### src/rtl/fdsu_seq_pkg.sv
// Shared types and default constants for the FPU divide/sqrt sequencer.
//   fdsu_state_e    : sequencer state encoding (IDLE/ITER/RND/WB)
//   FDSU_DIV_ITERS  : default datapath iteration count for divide
//   FDSU_SQRT_ITERS : default datapath iteration count for square root
package fdsu_seq_pkg;

    typedef enum logic [1:0] {
        FDSU_IDLE = 2'd0,
        FDSU_ITER = 2'd1,
        FDSU_RND  = 2'd2,
        FDSU_WB   = 2'd3
    } fdsu_state_e;

    localparam int FDSU_DIV_ITERS  = 13;
    localparam int FDSU_SQRT_ITERS = 13;

endpackage

### src/rtl/fdsu_seq_ctrl.sv
// Sequencer for the iterative FPU divide/square-root datapath.
// Accepts one EX1 issue at a time. Special-case operands retire in EX1.
// Normal operands run through DIV_ITERS/SQRT_ITERS datapath iterations and one
// rounding cycle. The result is then held on the write-back bus until granted.
//
// Ports:
//   forever_cpuclk          clock (rising edge)
//   cpurst_b                asynchronous active-low reset
//   ex1_sel/ex1_pipe_stall  EX1 issue request / external EX1 stall
//   ex1_op_sqrt             1 = sqrt, 0 = divide
//   ex1_special             operands are special-case, complete in EX1
//   ex1_dst_freg            destination float register
//   flush                   pipeline flush
//   dp_result/dp_fflags     datapath rounded result and flags, valid in RND
//   frbus_wb_grant          write-back bus grant
//   ex1_stall               EX1 stall while the unit is busy
//   ex1_cmplt               special-case completion pulse
//   dp_load/dp_iter_en/dp_round_en  datapath controls
//   no_op                   unit idle
//   frbus_wb_vld/data/fflags/freg   write-back bus
//   dbg_state               encoded current state
module fdsu_seq_ctrl
    import fdsu_seq_pkg::*;
#(
    parameter int DIV_ITERS  = FDSU_DIV_ITERS,
    parameter int SQRT_ITERS = FDSU_SQRT_ITERS,
    parameter int CNT_W      = 5
) (
    input  logic        forever_cpuclk,
    input  logic        cpurst_b,
    input  logic        ex1_sel,
    input  logic        ex1_pipe_stall,
    input  logic        ex1_op_sqrt,
    input  logic        ex1_special,
    input  logic [4:0]  ex1_dst_freg,
    input  logic        flush,
    input  logic [31:0] dp_result,
    input  logic [4:0]  dp_fflags,
    input  logic        frbus_wb_grant,
    output logic        ex1_stall,
    output logic        ex1_cmplt,
    output logic        dp_load,
    output logic        dp_iter_en,
    output logic        dp_round_en,
    output logic        no_op,
    output logic        frbus_wb_vld,
    output logic [31:0] frbus_data,
    output logic [4:0]  frbus_fflags,
    output logic [4:0]  frbus_freg,
    output logic [1:0]  dbg_state
);

    // The counter is loaded with (iterations - 1) and ITER exits when it hits
    // zero, so an iteration count of 1 gives exactly one ITER cycle.
    localparam logic [CNT_W-1:0] DIV_LAST  = CNT_W'(DIV_ITERS - 1);
    localparam logic [CNT_W-1:0] SQRT_LAST = CNT_W'(SQRT_ITERS - 1);

    fdsu_state_e      state_q, state_d;
    logic [CNT_W-1:0] cnt_q, cnt_d;
    logic [4:0]       freg_q, freg_d;
    logic [31:0]      data_q, data_d;
    logic [4:0]       fflags_q, fflags_d;
    logic             accept;

    always_comb begin
        state_d  = state_q;
        cnt_d    = cnt_q;
        freg_d   = freg_q;
        data_d   = data_q;
        fflags_d = fflags_q;

        accept   = (state_q == FDSU_IDLE) && ex1_sel && !ex1_pipe_stall && !flush;

        case (state_q)
            FDSU_IDLE: begin
                if (accept && !ex1_special) begin
                    state_d = FDSU_ITER;
                    freg_d  = ex1_dst_freg;
                    cnt_d   = ex1_op_sqrt ? SQRT_LAST : DIV_LAST;
                end
            end
            FDSU_ITER: begin
                // Flush abandons the operation; nothing is written back.
                if (flush) begin
                    state_d = FDSU_IDLE;
                end else if (cnt_q == '0) begin
                    state_d = FDSU_RND;
                end else begin
                    cnt_d = cnt_q - 1'b1;
                end
            end
            FDSU_RND: begin
                if (flush) begin
                    state_d = FDSU_IDLE;
                end else begin
                    state_d  = FDSU_WB;
                    data_d   = dp_result;
                    fflags_d = dp_fflags;
                end
            end
            FDSU_WB: begin
                // The result is committed here, so flush has no effect.
                if (frbus_wb_grant) begin
                    state_d = FDSU_IDLE;
                end
            end
            default: state_d = FDSU_IDLE;
        endcase
    end

    always_ff @(posedge forever_cpuclk or negedge cpurst_b) begin
        if (!cpurst_b) begin
            state_q  <= FDSU_IDLE;
            cnt_q    <= '0;
            freg_q   <= '0;
            data_q   <= '0;
            fflags_q <= '0;
        end else begin
            state_q  <= state_d;
            cnt_q    <= cnt_d;
            freg_q   <= freg_d;
            data_q   <= data_d;
            fflags_q <= fflags_d;
        end
    end

    assign ex1_cmplt    = accept && ex1_special;
    assign dp_load      = accept && !ex1_special;
    assign ex1_stall    = ex1_sel && (state_q != FDSU_IDLE);
    assign no_op        = (state_q == FDSU_IDLE);
    assign dp_iter_en   = (state_q == FDSU_ITER);
    assign dp_round_en  = (state_q == FDSU_RND);
    assign frbus_wb_vld = (state_q == FDSU_WB);
    assign frbus_data   = data_q;
    assign frbus_fflags = fflags_q;
    assign frbus_freg   = freg_q;
    assign dbg_state    = state_q;

endmodule

### config.mk
export PLATFORM = sky130hd
export DESIGN_NAME = fdsu_seq_ctrl
export DESIGN_NICKNAME = d
export VERILOG_FILES = /design/src/rtl/fdsu_seq_pkg.sv /design/src/rtl/fdsu_seq_ctrl.sv
export SDC_FILE = /design/constraint.sdc
export NUM_CORES = 1
export LEC_CHECK = 0
export CAP_MARGIN = 40
export CORE_ASPECT_RATIO = 1.1
export CORE_MARGIN = 1
export CORE_UTILIZATION = 41
export CTS_CLUSTER_SIZE = 12
export DETAILED_ROUTE_END_ITERATION = 6
export PLACE_DENSITY = 0.8
export SLEW_MARGIN = 0
export SYNTH_ARGS = -nofsm -noshare
export SYNTH_HDL_FRONTEND = slang
export SYNTH_SLANG_ARGS = --single-unit
### constraint.sdc
create_clock -name forever_cpuclk -period 3.5 [get_ports forever_cpuclk]
set_clock_uncertainty 0.1 [all_clocks]
set_input_delay 0.7 -clock forever_cpuclk [delete_from_list [all_inputs] [get_ports forever_cpuclk]]
set_output_delay 0.7 -clock forever_cpuclk [all_outputs]
set_load 0.005 [all_outputs]
After elaboration in Yosys (flattened, before gate mapping)
Index checks and enable logic that the tools add are counted.
{"block": "word_totals", "ff_bits": 49, "latch_bits": 0, "mem_bits_rw": 0, "mem_bits_ro": 0, "input_bits": 50, "n_memories": 0}
{"block": "classes", "n_addsub": 1, "mul": 0, "n_div": 0, "n_lt_le_gt_ge": 0, "n_eq_ne": 8, "n_shift": 0, "n_mux": 10, "n_bitwise": 1, "reduce_logical": 17}
{"op": "$mux W5", "n": 3}
{"op": "$mux W2", "n": 5}
{"op": "$pmux W5 S2", "n": 1}
{"op": "$ne A2 B2 Y1 const B", "n": 4}
{"op": "$pmux W2 S4", "n": 1}
{"op": "$logic_and A1 B1 Y1", "n": 6}
{"op": "$logic_not A5 Y1", "n": 1}
{"op": "$sub A5 B1 Y5 const B", "n": 1}
{"op": "$eq A2 B2 Y1 const B", "n": 2}
{"op": "$reduce_and A2 Y1", "n": 2}
{"op": "$reduce_and A4 Y1", "n": 1}
{"op": "$reduce_bool A2 Y1", "n": 2}
{"op": "$logic_not A1 Y1", "n": 3}
{"op": "$ne A3 B2 Y1 const B", "n": 1}
{"op": "$reduce_and A3 Y1", "n": 1}
{"op": "$eq A2 B1 Y1 const B", "n": 1}
{"op": "$logic_not A2 Y1", "n": 1}
{"op": "$not A1 Y1", "n": 1}

Depth between registers and ports, before layout
Gate-level depths: netlist of run 1.
{"block": "depth", "depth_word": 7, "depth_mapped": 6, "depth_no_buf": 6}

Least setup slack after synthesis of run 1
OpenSTA, ideal clock, no wires.
{"block": "synth_timing", "kind": "input to output", "startpoint": "input ex1_pipe_stall", "endpoint": "output dp_load", "t_arrival_ns": 1.183, "slack_ns": 1.517, "cell_stages": 3, "n_path_buf": 0, "cell_sequence": "nor2_1 -> nand4_2 -> inv_2"}
{"block": "synth_via", "elab_chain_cells": 4}
{"item": "from (decl)", "line_no": "fdsu_seq_ctrl.sv:32", "source": "input logic ex1_pipe_stall,"}
{"item": "$logic_not A1 Y1", "line_no": "fdsu_seq_ctrl.sv:72", "source": "accept = (state_q == FDSU_IDLE) && ex1_sel && !ex1_pipe_stall && !flush;"}
{"item": "$logic_and A1 B1 Y1 (2 in a row)", "line_no": "fdsu_seq_ctrl.sv:72"}
{"item": "$logic_and A1 B1 Y1", "line_no": "fdsu_seq_ctrl.sv:128", "source": "assign dp_load = accept && !ex1_special;"}
{"item": "to (decl)", "line_no": "fdsu_seq_ctrl.sv:42", "source": "output logic dp_load,"}
Every way passes these cells.

Worst setup path after layout of run 1
{"block": "layout_timing", "startpoint": "input flush", "endpoint": "output dp_load"}
{"block": "layout_via", "elab_chain_cells": 3}
{"item": "from (decl)", "line_no": "fdsu_seq_ctrl.sv:36", "source": "input logic flush,"}
{"item": "$logic_not A1 Y1", "line_no": "fdsu_seq_ctrl.sv:72"}
{"item": "$logic_and A1 B1 Y1", "line_no": "fdsu_seq_ctrl.sv:72"}
{"item": "$logic_and A1 B1 Y1", "line_no": "fdsu_seq_ctrl.sv:128"}
Every way passes these cells.

==> results.py, run 1 <==
metrics = {
    "worst_hold_path": {
        "hold_path.class": "in -> async",
    },
    "logic_synthesis": {
        "synth_area_leader_cell": "dfrtp_1",
        "synth_edf_count": 0,
        "synth_top_cell_area_share_pct": 57.0,
        "synthFlopType": "dfrtp_1",
        "synth_area_leaders": "dfrtp_1 (57%), mux2_4 (21%), mux2_1 (3.7%)",
        "synth.most_common_cell": "dfrtp_1",
        "syn_inst": 144,
        "ys_ff_latch": 49,
        "syn_avg_cell_area_sq_um": 14.9,
        "ys_warn_count": 0,
        "syn-cell-area_sq_um": 2150,
        "synth_commonest_cells": "dfrtp_1 (49), mux2_4 (30), nand2_1 (16)",
        "yosysSeqAreaShare_pct": 57.0,
        "async_flop_share_pct": 100,
        "synthesis.nets": 195,
        "yosysUniqueCellTypes": 33,
    },
    "routing": {
        "drc": 8,
        "wl_per_cell_microns": 14.0,
        "vias": 1464,
        "drt_iter0_markers": 51,
        "via_per_inst": 4.80,
        "detail-route-antenna-nets": 0,
        "dr.pass1.iters": 6,
        "routed_wl_mm": 4.26,
    },
    "floorplan": {
        "core-area_sq_um": 5030,
        "dieHeight_microns": 78.0,
        "fp.dieArea_sq_um": 5540,
        "rows": 27,
        "initial_utilization_pct": 42.8,
        "die_w_microns": 71.1,
        "ioPinCount": 101,
    },
    "power": {
        "power_density_nw_per_um2": 820,
        "p_leak_uw": 0.00144,
        "ir_drop_mv": 0.363,
        "power.total_uw": 2670,
    },
    "grt": {
        "grt_pass1_vias": 1447,
        "overflow": 0,
        "antenna_found_initial": 0,
        "grt_pass1_wl_mm": 6.98,
        "grt_max_degree": 38,
        "grt.total_usage_pct": 16.2,
    },
    "placed_design": {
        "place_area_sq_um": 3160,
        "dp_slack_ps": 396,
        "place_hpwl_mm": 3.14,
        "place_congestion": 0.766,
        "portBuffers": 99,
    },
    "run": {
        "max-cap-violations": 0,
    },
    "clocking": {
        "path_clk_slew_ps": 80,
        "clk_path_buf_depth": 2,
        "post_cts_resized": 0,
        "post_cts_buffers": 0,
        "ctsHoldBuffers": 0,
        "numCtsBuffers": 5,
        "cts_root_buf": "clkbuf_8",
        "htree_levels": 2,
        "cts_tree": "yes",
        "clock_latency_ps": 290,
        "clock-sinks": 49,
    },
    "timing": {
        "setup_tns_ps": 0,
        "rsz0062_at_grt": "false",
        "fin_ws_ps": 412,
        "final_max_slew_viol_count": 0,
        "fin_crit_ps": 3090,
        "slew_headroom_pct": 55.1,
        "tightest_slew_ps": 674,
        "timing.final.crit_share_pct": 88.2,
        "fmax_ghz": 0.324,
        "setup_viol": 0,
        "finalHoldViolCount": 0,
    },
    "final_layout": {
        "diodes": 0,
        "final_nets": 298,
        "drive_above_1_share_pct": 19.4,
        "area_delta_synth_final_pct": 51.5,
        "stdcell_area_sq_um": 3260,
    },
    "worst_setup_path": {
        "end_kind": "output pin",
        "critPathLaunchType": "input port",
        "crit_fanout": 9,
        "arrival_ps": 2290,
        "cp_data_required_time_ps": 2700,
        "path_class": "in -> out",
    },
    "outcome": {
        "status": "finished with violations",
        "violations": "design-rule violations",
    },
}
-- where the power goes --
group          switching [uW]  leakage, uW  internal, uW  total [uW]
clock network             169    0.0000540           208         377
logic                     369     0.000795           905        1270
registers                 177     0.000587           845        1020
total                     715      0.00144          1960        2670
-- cell usage in the layout, fill, tap and decap left out, types with 2 or more instances in the layout --
| cell type | count |
|---|---|
| mux2_1 | 7 |
| clkdlybuf4s50_1 | 98 |
| nand2b_1 | 2 |
| a21oi_1 | 4 |
| inv_1 | 4 |
| nand3_1 | 2 |
| dfrtp_1 | 49 |
| clkbuf_8 | 5 |
| nand2_1 | 16 |
| nor2_1 | 4 |
| mux2_4 | 30 |
-- cells by family after synthesis --
| group | count (synthesis) | share of synthesized area, % |
|---|---|---|
| flops | 49 | 57.0 |
| fa+ha+maj | 1 | 0.581 |
| compound gates | 12 | 3.90 |
| buf+inv | 9 | 4.36 |
| mux | 37 | 24.6 |
| simple gates | 35 | 9.19 |
| xor+xnor | 1 | 0.407 |
-- final timing paths --
| path | from | to | slack [ps] | cells after the start |
|---|---|---|---|---|
| min in group forever_cpuclk | frbus_freg[0] | frbus_freg[0] | 380 | 2 |
| max | flush | dp_load | 410 | 5 |
| min | cpurst_b | frbus_data[8] | 280 | 1 |
| max in group asynchronous | cpurst_b | frbus_data[25] | 2510 | 2 |
| min reg2reg | frbus_freg[0] | frbus_freg[0] | 380 | 2 |
| max reg2reg | dbg_state[1] | frbus_data[7] | 1610 | 3 |
-- state kept, by name, summed over array words and instances, names as in the netlist --
register and count:
frbus_data 32, cnt_q 5, frbus_fflags 5, frbus_freg 5, dbg_state 2
-- critical path, cell delays in order --
cell and delay [ps]:
clkdlybuf4s50_1 470, inv_1 160, nand4_2 240, inv_2 200, clkdlybuf4s50_1 520
-- per-layer routing --
metal / GRT usage, % / up-vias / part of all wire [%]
met5: 0 / - / 0
met4: 5.40 / 0 / 0.56
met3: 4.68 / 2 / 7.3
met2: 26.3 / 58 / 49
met1: 20.9 / 702 / 43
li1: - / 702 / -
-- per-stage QoR --
| stage | util, % | instances | hold slack [ps] |
|---|---|---|---|
| after floorplan | - | 144 | 304 |
| after global placement | 62.3 | 297 | 356 |
| after detailed placement | 62.7 | 298 | 361 |
| after CTS | 64.8 | 305 | 287 |
| after global routing | 64.8 | 305 | 326 |
| final | 64.8 | 305 | 280 |
-- final cells by class --
class / count / area, sq um
sequential: 49 / 1230
tap: 58 / 72.6
clock inverter: 2 / 35.0
timing repair buffer: 100 / 1010
inverter: 5 / 18.8
multi-input combinational: 86 / 832
clock buffer: 5 / 68.8
fill: 386 / 1770
No activity file was read; power rests on OpenSTA's default activity.
==> run 2: changes to the inputs <==
Settings changed: CAP_MARGIN 40 to 20, DONT_BUFFER_PORTS from default to 1, PLACE_DENSITY 0.8 to 0.6.
==> run 2 against run 1 <==
The run still ends with design-rule violations left. Via count shrank 21%. Sequential power grew 9%. Utilization shrank 20 points. Sequential share of layout area grew 16 points. Design area shrank 30%. Setup slack gained 730 ps. Hold slack lost 130 ps. Clock power shrank 9.5%. Register-to-register slack lost 80 ps. Critical path type is now reg -> out.
==> results.py, run 2 (same netlist as run 1, synthesis figures left out) <==
metrics = {
    "timing": {
        "holdWs_ps": 146,
        "setup_viol": 0,
        "finalHoldViolCount": 0,
        "slew_headroom_pct": 55.9,
        "final_max_slew_viol_count": 0,
        "setup_tns_ps": 0,
        "fmax_ghz": 0.423,
        "timing.final.crit_share_pct": 67.5,
        "tightest_slew_ps": 662,
        "rsz0062_at_grt": "false",
        "fin_crit_ps": 2360,
    },
    "clocking": {
        "cts_tree": "yes",
        "cts_root_buf": "clkbuf_8",
        "path_clk_slew_ps": 90,
        "post_cts_buffers": 0,
        "post_cts_resized": 0,
        "htree_levels": 2,
        "clock_latency_ps": 290,
        "clk_path_buf_depth": 2,
        "numCtsBuffers": 5,
        "clock-sinks": 49,
        "ctsHoldBuffers": 1,
    },
    "floorplan": {
        "rows": 27,
        "ioPinCount": 101,
        "core-area_sq_um": 5030,
        "initial_utilization_pct": 42.8,
        "die_w_microns": 71.1,
        "fp.dieArea_sq_um": 5540,
        "dieHeight_microns": 78.0,
    },
    "grt": {
        "overflow": 0,
        "grt_pass1_vias": 1260,
        "grt.total_usage_pct": 14.3,
        "antenna_found_initial": 0,
        "grt_max_degree": 50,
        "grt_pass1_wl_mm": 6.04,
    },
    "placed_design": {
        "portBuffers": 0,
        "place_congestion": 0.684,
        "place_area_sq_um": 2150,
        "place_hpwl_mm": 2.70,
    },
    "worst_setup_path": {
        "cp_data_required_time_ps": 2700,
        "reg2reg_from": "dbg_state[1]",
        "path_cells": "nor2_2, nand4_2, inv_2",
        "slowest_delay_ps": 500,
        "path_class": "reg -> out",
        "cp_top_family": "simple AND/OR/NAND/NOR gates",
        "end_kind": "output pin",
        "crit_fanout": 9,
        "slowest_stage": "dfrtp_1",
        "arrival_ps": 1560,
        "ff2ff_path_depth": 3,
        "r2r_setup_slack_ps": 1530,
        "critPathLaunchType": "flip-flop",
        "r2r-end": "frbus_data[7]",
        "path_buf_inv": 1,
    },
    "final_layout": {
        "mostFrequentLayoutCell": "dfrtp_1",
        "diodes": 0,
        "stdcell_area_sq_um": 2270,
        "layout_common_cells": "dfrtp_1 (49), mux2_4 (30), nand2_1 (16)",
        "final_nets": 199,
        "drive_above_1_share_pct": 32.2,
        "largest_reg_flops": 32,
        "area_delta_synth_final_pct": 5.64,
    },
    "routing": {
        "drc": 9,
        "via_per_inst": 5.59,
        "detail-route-antenna-nets": 0,
        "wl_per_cell_microns": 18.9,
        "routed_wl_mm": 3.90,
        "vias": 1157,
        "dr.pass1.iters": 6,
        "drt_iter0_markers": 53,
    },
    "power": {
        "power_density_nw_per_um2": 915,
        "p_leak_uw": 0.00105,
        "ir_drop_mv": 0.356,
    },
    "run": {
        "max-cap-violations": 0,
    },
    "outcome": {
        "violations": "design-rule violations",
        "status": "finished with violations",
    },
    "worst_hold_path": {
        "hold_path.class": "in -> async",
    },
}
[run 2: cell count changes in the layout (fill, tap and decap cells not counted)]
cell / change
clkinv_4: +1
buf_12: -1
clkbuf_8: +1
buf_2: -1
buf_16: +1
bufinv_16: -1
clkdlybuf4s50_1: -98
[run 2: worst reg2reg max path, stage by stage (launching register included)]
cell and delay [ps]:
dfrtp_1 520, nor2b_4 230, and2_4 580, mux2_1 420
[run 2: cell type report]
class                           instances  area [sq um]
Sequential cell                        49          1230
Clock inverter                          2          13.8
Multi-Input combinational cell         86           832
Fill cell                             421          2760
Tap cell                               58          72.6
Clock buffer                            6          82.6
Inverter                                5          18.8
Timing Repair Buffer                    1          27.5
[run 2: worst max path at each step]
stage                   start  endpoint  slack [ps]  cells past startpoint
2_1_floorplan  ex1_pipe_stall   dp_load        1520                      3
5_1_grt          dbg_state[0]   dp_load        1000                      3
4_1_cts          dbg_state[0]   dp_load        1110                      3
6_report         dbg_state[0]   dp_load        1140                      3
3_5_place_dp   ex1_pipe_stall   dp_load        1350                      3
3_3_place_gp            flush   dp_load        1410                      3
[run 2: per-stage QoR]
step	std cells	utilization (%)	worst slack, ps	total power, uW
floorplan	144	-	1520	1640
global placement	198	42.7	1410	1700
detailed placement	198	42.7	1350	1730
CTS	207	45.2	1110	2110
global route	207	45.2	1000	2210
finish	207	45.2	1140	2080
[run 2: routing by layer]
metal | wire [microns] | vias to the layer above | part of all wire, % | track usage (%)
li1 | - | 500 | - | -
met2 | 1980 | 76 | 51 | 24.9
met5 | 0 | - | 0 | 0
met4 | 99 | 0 | 2.5 | 6.80
met3 | 389 | 9 | 10 | 5.32
met1 | 1440 | 572 | 37 | 15.2
[run 2: power by group]
part           switching (uW)  internal (uW)  total [uW]
clock                     181            160         341
combinational             229            404         632
sequential                260            847        1110
==> run 3: changes to the inputs <==
Clock period 3.5 ns to 2.4 ns, I/O delays scaled along.
==> run 3 against run 2 <==
The flow still finishes with violations (design-rule violations). Hold slack improved by 44 ps. Register-to-register slack worse by 1100 ps. Flip-flop and latch count is the same. Sequential share of layout area decreased by 1.2 points. Non-clock buffer count grew 1. Largest cell class unchanged.
==> results.py, run 3 (same netlist as run 1, synthesis figures left out) <==
metrics = {
    "outcome": {
        "status": "finished with violations",
        "violations": "design-rule violations",
    },
    "placed_design": {
        "place_congestion": 0.713,
        "place_hpwl_mm": 2.68,
        "portBuffers": 0,
        "dp_slack_ps": 443,
    },
    "power": {
        "combPwrFrac_pct": 28.6,
        "clkPwrFrac_pct": 21.5,
        "power_density_nw_per_um2": 1390,
        "p_leak_uw": 0.00108,
        "ir_drop_mv": 0.490,
        "swShare_pct": 30.5,
        "p_sw_uw": 984,
        "p_int_uw": 2240,
        "power.total_uw": 3230,
        "pwr-share-seq_pct": 49.9,
    },
    "final_layout": {
        "final_nets": 200,
        "drive_above_1_share_pct": 32.0,
        "largest_reg_flops": 32,
        "layout_common_cells": "dfrtp_1 (49), mux2_4 (30), nand2_1 (16)",
        "mostFrequentLayoutCell": "dfrtp_1",
        "area_delta_synth_final_pct": 8.02,
        "diodes": 0,
        "nFillCells": 422,
    },
    "worst_setup_path": {
        "r2r-end": "frbus_data[7]",
        "path_cells": "nor2_2, nand4_2, inv_2",
        "r2r_setup_slack_ps": 450,
        "crit_fanout": 9,
        "path_class": "reg -> out",
        "reg2reg_from": "dbg_state[1]",
        "end_kind": "output pin",
        "slowest_delay_ps": 510,
        "cp_top_family": "simple AND/OR/NAND/NOR gates",
        "ff2ff_path_depth": 3,
        "path_buf_inv": 1,
        "slowest_stage": "dfrtp_1",
        "cp_data_required_time_ps": 1820,
        "arrival_ps": 1590,
        "critPathLaunchType": "flip-flop",
    },
    "floorplan": {
        "die_w_microns": 71.1,
        "fp.dieArea_sq_um": 5540,
        "ioPinCount": 101,
        "dieHeight_microns": 78.0,
        "initial_utilization_pct": 42.8,
        "core-area_sq_um": 5030,
        "rows": 27,
    },
    "worst_hold_path": {
        "hold_path.class": "in -> reg",
        "min_to": "frbus_freg[0]",
        "hold-path-cell-count": 2,
        "hold_start": "ex1_dst_freg[0]",
    },
    "clocking": {
        "htree_levels": 2,
        "clock-sinks": 49,
        "cts_tree": "yes",
        "cts_root_buf": "clkbuf_8",
        "clock_latency_ps": 300,
        "numCtsBuffers": 5,
        "path_clk_slew_ps": 90,
        "clk_path_buf_depth": 2,
    },
    "grt": {
        "overflow": 0,
        "grt_pass1_vias": 1219,
        "grt.total_usage_pct": 13.9,
        "grt_max_degree": 50,
        "antenna_found_initial": 0,
        "grt_pass1_wl_mm": 5.89,
    },
    "routing": {
        "via_per_inst": 5.52,
        "drt_iter0_markers": 52,
        "routed_wl_mm": 3.88,
        "dr.pass1.iters": 7,
        "vias": 1148,
        "wl_per_cell_microns": 18.6,
        "detail-route-antenna-nets": 0,
        "drc": 9,
    },
    "timing": {
        "finalHoldViolCount": 0,
        "timing.final.crit_share_pct": 90.4,
        "slew_headroom_pct": 56.6,
        "setup_viol": 0,
        "final_max_slew_viol_count": 0,
        "fin_ws_ps": 231,
        "setup_tns_ps": 0,
        "rsz0062_at_grt": "false",
        "fin_crit_ps": 2170,
        "tightest_slew_ps": 651,
        "fmax_ghz": 0.461,
    },
    "run": {
        "max-cap-violations": 0,
    },
}
-- run 3: timing repair --
action,in CTS,in global routing
hold endpoints to repair,49,0
gates resized for setup,0,0
buffers inserted,0,0
hold buffers,2,0
-- run 3: final cells by class --
type / count / area, sq um / share of cell area, %
inverter: 5 / 18.8 / 0.807
clock buffer: 5 / 68.8 / 2.96
sequential: 49 / 1230 / 52.7
tap: 58 / 72.6 / 3.12
timing repair buffer: 2 / 37.5 / 1.61
clock inverter: 3 / 68.8 / 2.96
multi-input combinational: 86 / 832 / 35.8
-- run 3: worst max path at each step --
| stage | startpoint | end | slack (ps) | depth (start not counted) |
|---|---|---|---|---|
| 2_1_floorplan | dbg_state[0] | dp_load | 770 | 3 |
| 3_3_place_gp | dbg_state[1] | frbus_data[10] | 520 | 3 |
| 3_5_place_dp | dbg_state[1] | frbus_data[7] | 440 | 3 |
| 4_1_cts | dbg_state[0] | dp_load | 220 | 3 |
| 5_1_grt | dbg_state[0] | dp_load | 100 | 3 |
| 6_report | dbg_state[0] | dp_load | 230 | 3 |
-- run 3: through the flow --
step                      cells  area (sq um)  utilization, %  hold slack, ps
final                       208          2320            46.2             191
after global routing        208          2320            46.2             178
after CTS                   208          2320            46.2             179
after detailed placement    198          2150            42.7            85.3
after global placement      198          2150            42.7            85.4
after floorplan             144          2150               -            84.4
-- run 3: per-layer routing --
| layer | vias up | track usage (%) | wire, microns |
|---|---|---|---|
| met5 | - | 0 | 0 |
| met4 | 0 | 6.20 | 63 |
| met3 | 6 | 5.71 | 405 |
| met2 | 72 | 22.4 | 1920 |
| met1 | 564 | 16.1 | 1490 |
| li1 | 506 | - | - |
-- run 3: power by group through the flow --
stage | Clock, uW | Combinational (uW) | Sequential [uW]
6_report | 693 | 923 | 1610
5_1_grt | 761 | 1010 | 1660
4_1_cts | 714 | 939 | 1620
3_5_place_dp | 0 | 909 | 1620
3_3_place_gp | 0 | 866 | 1610
2_1_floorplan | 0 | 866 | 1520
